[src/rtl/pc_sequencer.sv]
// ---------------------------------------------------------------------------
// pc_sequencer
//
// Purpose:
//    Instruction-fetch program-counter sequencer.
//    - Issues one instruction-memory read per fetch.
//    - Presents the returned instruction to a consumer, which may stall it.
//    - Advances the PC by 4, or jumps to a branch/jump redirect target.
//
//    A redirect that arrives while a read is outstanding is remembered in a
//    pending register. When that read completes, its word is thrown away and
//    the fetch restarts at the redirect target.
//
// Parameters:
//    RESET_VECTOR  first fetch address after reset
//    EXC_VECTOR    target loaded when a redirect is misaligned
//                  (alignment-check build only)
//
// Ports:
//    Clk           single clock; all state changes on its rising edge
//    Reset         asynchronous, active-high reset
//    stall         consumer cannot accept the presented instruction
//    redir_valid   redirect request, one-cycle pulse
//    redir_target  redirect address
//    imem_req      instruction-memory read request
//    imem_addr     read address (equals pc)
//    imem_ack      read completes this cycle (ignored unless imem_req=1)
//    fetch_valid   instruction for fetch_pc is being presented
//    fetch_pc      address of the presented instruction
//    pc            current PC register value
//    misalign      one-cycle pulse flagging a misaligned redirect
//
// Configuration macro:
//    PC_ALIGN_CHECK_EN
//       Defined:   a redirect whose target has nonzero low two bits loads
//                  EXC_VECTOR instead, and pulses misalign for one cycle.
//       Undefined: the low two bits of a redirect target are cleared when it
//                  is loaded, and misalign is tied low.
// ---------------------------------------------------------------------------
module pc_sequencer #(
   parameter logic [31:0] RESET_VECTOR = 32'h0000_0000,
   parameter logic [31:0] EXC_VECTOR   = 32'h8000_0180
) (
   input  logic        Clk,
   input  logic        Reset,
   input  logic        stall,
   input  logic        redir_valid,
   input  logic [31:0] redir_target,
   output logic        imem_req,
   output logic [31:0] imem_addr,
   input  logic        imem_ack,
   output logic        fetch_valid,
   output logic [31:0] fetch_pc,
   output logic [31:0] pc,
   output logic        misalign
);

   typedef enum logic [1:0] {
      IDLE  = 2'd0,
      FETCH = 2'd1,
      OUT   = 2'd2
   } state_t;

   state_t      state_q, state_d;
   logic [31:0] pc_q, pc_d;
   logic        pend_valid_q, pend_valid_d;
   logic [31:0] pend_target_q, pend_target_d;

   // Candidate redirect address. A same-cycle request beats a pending one.
   logic [31:0] load_raw;
   logic [31:0] load_pc;
   logic        load_req;

   assign load_raw = redir_valid ? redir_target : pend_target_q;

`ifdef PC_ALIGN_CHECK_EN
   logic load_bad;
   logic misalign_q, misalign_d;

   // A misaligned target is replaced by the exception vector.
   always_comb begin
      load_bad = (load_raw[1:0] != 2'b00);
      load_pc  = load_bad ? EXC_VECTOR : load_raw;
   end
`else
   // Without checking, a target is forced onto a word boundary.
   always_comb begin
      load_pc = load_raw & ~32'd3;
   end
`endif

   // Next-state logic.
   // - load_req marks the cycles where pc takes the redirect address.
   // - The pending register only matters while a read is outstanding; it is
   //   cleared whenever a read completes.
   always_comb begin
      state_d       = state_q;
      pc_d          = pc_q;
      pend_valid_d  = pend_valid_q;
      pend_target_d = pend_target_q;
      load_req      = 1'b0;

      unique case (state_q)
         IDLE: begin
            state_d = FETCH;
            if (redir_valid) begin
               pend_valid_d  = 1'b1;
               pend_target_d = redir_target;
            end
         end

         FETCH: begin
            if (imem_ack) begin
               pend_valid_d = 1'b0;
               if (redir_valid || pend_valid_q) begin
                  // The fetched word belongs to the old path; drop it.
                  load_req = 1'b1;
               end else begin
                  state_d = OUT;
               end
            end else if (redir_valid) begin
               pend_valid_d  = 1'b1;
               pend_target_d = redir_target;
            end
         end

         OUT: begin
            if (redir_valid) begin
               load_req = 1'b1;
               state_d  = FETCH;
            end else if (!stall) begin
               pc_d    = pc_q + 32'd4;
               state_d = FETCH;
            end
         end

         default: begin
            state_d = IDLE;
         end
      endcase

      if (load_req) begin
         pc_d = load_pc;
      end
   end

`ifdef PC_ALIGN_CHECK_EN
   // The misalign pulse lines up with the cycle that pc shows EXC_VECTOR.
   always_comb begin
      misalign_d = load_req && load_bad;
   end

   always_ff @(posedge Clk or posedge Reset) begin
      if (Reset) begin
         misalign_q <= 1'b0;
      end else begin
         misalign_q <= misalign_d;
      end
   end

   assign misalign = misalign_q;
`else
   assign misalign = 1'b0;
`endif

   // Sequential state.
   always_ff @(posedge Clk or posedge Reset) begin
      if (Reset) begin
         state_q       <= IDLE;
         pc_q          <= RESET_VECTOR;
         pend_valid_q  <= 1'b0;
         pend_target_q <= '0;
      end else begin
         state_q       <= state_d;
         pc_q          <= pc_d;
         pend_valid_q  <= pend_valid_d;
         pend_target_q <= pend_target_d;
      end
   end

   // Outputs are decoded from the state register only.
   assign imem_req    = (state_q == FETCH);
   assign imem_addr   = pc_q;
   assign fetch_valid = (state_q == OUT);
   assign fetch_pc    = pc_q;
   assign pc          = pc_q;

endmodule

[config.mk]
export PLATFORM = sky130hd
export DESIGN_NAME = pc_sequencer
export DESIGN_NICKNAME = d
export VERILOG_FILES = /design/src/rtl/pc_sequencer.sv
export SDC_FILE = /design/constraint.sdc
export NUM_CORES = 1
export LEC_CHECK = 0
export BUFFER_PORTS_ARGS = -buffer_cell sky130_fd_sc_hd__clkbuf_2
export CAP_MARGIN = 20
export CORE_MARGIN = 2
export CORE_UTILIZATION = 50
export CTS_CLUSTER_SIZE = 25
export DETAILED_ROUTE_END_ITERATION = 7
export GPL_TIMING_DRIVEN = 0
export PLACE_DENSITY = 0.79
export SYNTH_ARGS = -nofsm -noshare
export SYNTH_HDL_FRONTEND = slang
export SYNTH_SLANG_ARGS = --single-unit
[constraint.sdc]
create_clock -name Clk -period 2.4 [get_ports Clk]
set_input_delay 0.24 -clock Clk [delete_from_list [all_inputs] [get_ports Clk]]
set_output_delay 0.24 -clock Clk [all_outputs]
set_load 0.1 [all_outputs]
==> flow_summary.toml <==
[drt]
wl_per_cell_um = 15.4
first_iter_violations = 210
drt_first_pass_iters = 4
drc_errors = 0
routed_wirelength_mm = 10.2
ant_nets = 0
vias_per_cell = 5.50
num_vias = 3627

[synth]
synth_edf_count = 0
syn_inst = 402
seq_area_frac_synth_pct = 40.3
async_flop_share_pct = 100
synth.avg_cell_area_sq_um = 9.73
netlist_area_sq_mm = 0.00391
yosysWarnings = 0
netlist-cell-type-count = 37
ys.flop_type = "dfrtp_1"
ys_seq_elements = 63

[setup_path]
crit_chain = "inv_2 > ha_4 > nand4bb_1 > buf_4 > or4_1 > or4_1 > a31oi_1"
path_common_cell = "or4_1"
r2r-start = "state_q[0]"
startpoint_type = "flip-flop"
slowest_delay_ns = 0.61
critPathArrivalTime_ns = 2.58
worstSetupPathType = "flip-flop to flip-flop"
crit_buf_inv = 2
crit_path_top_delay_cell = "or4_1"
end_kind = "flip-flop"
startpoint = "state_q[0]"
crit_family = "simple AND/OR/NAND/NOR gates"
worst-path-max-fanout = 8
required_ns = 2.67

[grt]
grt_util_all_layers_pct = 23.6
antenna_found_initial = 0
grt_max_degree = 34
grt_pass1_vias = 3336
grt_overflow = 0
grt_pass1_wl_mm = 15.7

[cts]
cts_max_path_buffers = 2
cts_num_sinks = 63
tritoncts = "built"
root_buffer = "clkbuf_8"
clk_pin_slew_worst_paths_ns = 0.07
htree_levels = 3
cts_buffers = 9
clkLatencyLatePin_ns = 0.35

[hold_path]
holdCritPathClass = "input pin to flip-flop"
worstHoldStart = "redir_target[8]"

[final_layout]
layout_common_cells = "clkbuf_2 (130), buf_4 (75), dfrtp_1 (49), nor2b_1 (24)"
register_area_sq_mm = 0.00159
fin_area_sq_mm = 0.00505
multi_input_area_sq_mm = 0.00181
antenna-diode-count = 0
layout_commonest_cell = "clkbuf_2"
drive_above_1_share_pct = 48.0
nets = 594
nFillCells = 644
area_growth_pct = 29.3

[die]
fp-row-count = 32
die_h_um = 92.4
design.core.area_sq_mm = 0.00765
start_util_pct = 51.1
dieArea_sq_mm = 0.00854
ios = 136
die_w_um = 92.4

[place]
io_buffers = 126
finalWeightedCongestion = 0.855
dpl_cell_area_sq_mm = 0.00478
hpwl_mm = 7.55

[sta]
slew_headroom_pct = 54.7
fin_crit_sh_pct = 95.9
clock_skew_ns = 0.00716
layout_min_cycle_time_ns = 2.30
hold_viol = 0
slew_violations = 0
finalSetupViolCount = 0
worst_slew_pin_slew_ns = 0.678
max_freq_ghz = 0.434
whs_ns = 0.137
rsz0062_at_grt = "no"

[run_status]
status = "complete, no violations"

[job]
max_cap_violations = 0
## what timing repair did
action	4_1_cts	5_1_grt
resized for setup	8	2
endpoints found under the setup margin	49	49
pin swaps	1	0
endpoints found under the hold margin	11	0
hold buffers	1	0
setup buffers	0	7
## through the flow
step	setup TNS [ns]	setup WS, ns	std cells	utilization [%]
floorplan	-0.290	-0.0890	408	-
global placement	-13.96	-0.357	636	62.2
detailed placement	-2.45	-0.175	637	62.5
CTS	0	0.0218	654	65.4
global route	0	0.0330	660	66.1
finish	0	0.0973	660	66.1
## flip-flops by register name, summed over array words and instances (netlist names)
register and flops:
pend_valid_q 1, fetch_pc 30, state_q 2, pend_target_q 30
## logic make-up after synthesis
family	synth area share, %
xor+xnor	2.69
buf+inv	15.5
mux	9.89
flops	40.3
other cells	0.0959
fa+ha+maj	1.28
compound gates	13.4
simple gates	16.8
## worst paths after layout
| check | end | slack [ns] | cells after the start |
|---|---|---|---|
| worst max-delay path | fetch_pc[30] | 0.1 | 7 |
| worst min-delay path | pend_target_q[8] | 0.14 | 2 |
| worst max register to register | fetch_pc[30] | 0.1 | 7 |
| worst min register to register | pend_target_q[3] | 0.50 | 1 |
| max in group asynchronous | fetch_pc[4] | 1.26 | 4 |
| min in group asynchronous | pend_target_q[2] | 0.52 | 3 |
## final cells by class
type                    instances  share of cell area (%)
clock buffers                  14                    3.61
multi-input cells             251                    35.7
plain buffers                  86                    11.7
clock inverters                 2                   0.248
flip-flops and latches         63                    31.5
well taps                     102                    2.52
repair buffers                135                    14.1
inverters                       7                   0.520
## Yosys cell counts, drive strengths merged, types with 2 or more instances
master	instances	area share, %
a211oi	21	4.0
nand4	13	2.1
nand4bb	2	0.58
clkbuf	13	1.2
o21ai	9	1.2
and4	4	0.90
a21oi	21	2.7
nor2	12	1.2
dfrtp	63	40
nor2b	24	3.8
xor2	4	0.90
mux2i	15	3.8
ha	4	1.3
inv	7	0.67
or3	6	0.96
nor4	3	0.48
mux2	21	6.0
or4	10	1.9
buf	74	14
xnor2	8	1.8
or4b	3	0.77
a31oi	15	2.4
o211ai	4	0.77
o31ai	9	1.7
nand3	11	1.4
nor3	2	0.26
nand2	14	1.3
and3	4	0.64
## layer usage
metal  routed length [um]  vias up  GRT usage, %  part of all wire (%)
met5                    0        -             0                     0
met1                 4050     1724          29.3                    40
met4                  280        0          11.4                   2.8
met2                 5040      173          39.5                    50
li1                     -     1700             -                     -
met3                  804       30          4.64                   7.9
Power is left out: the tool's default activity adds up to more than one toggle a clock period on the data nets, which glitch-free logic cannot reach.
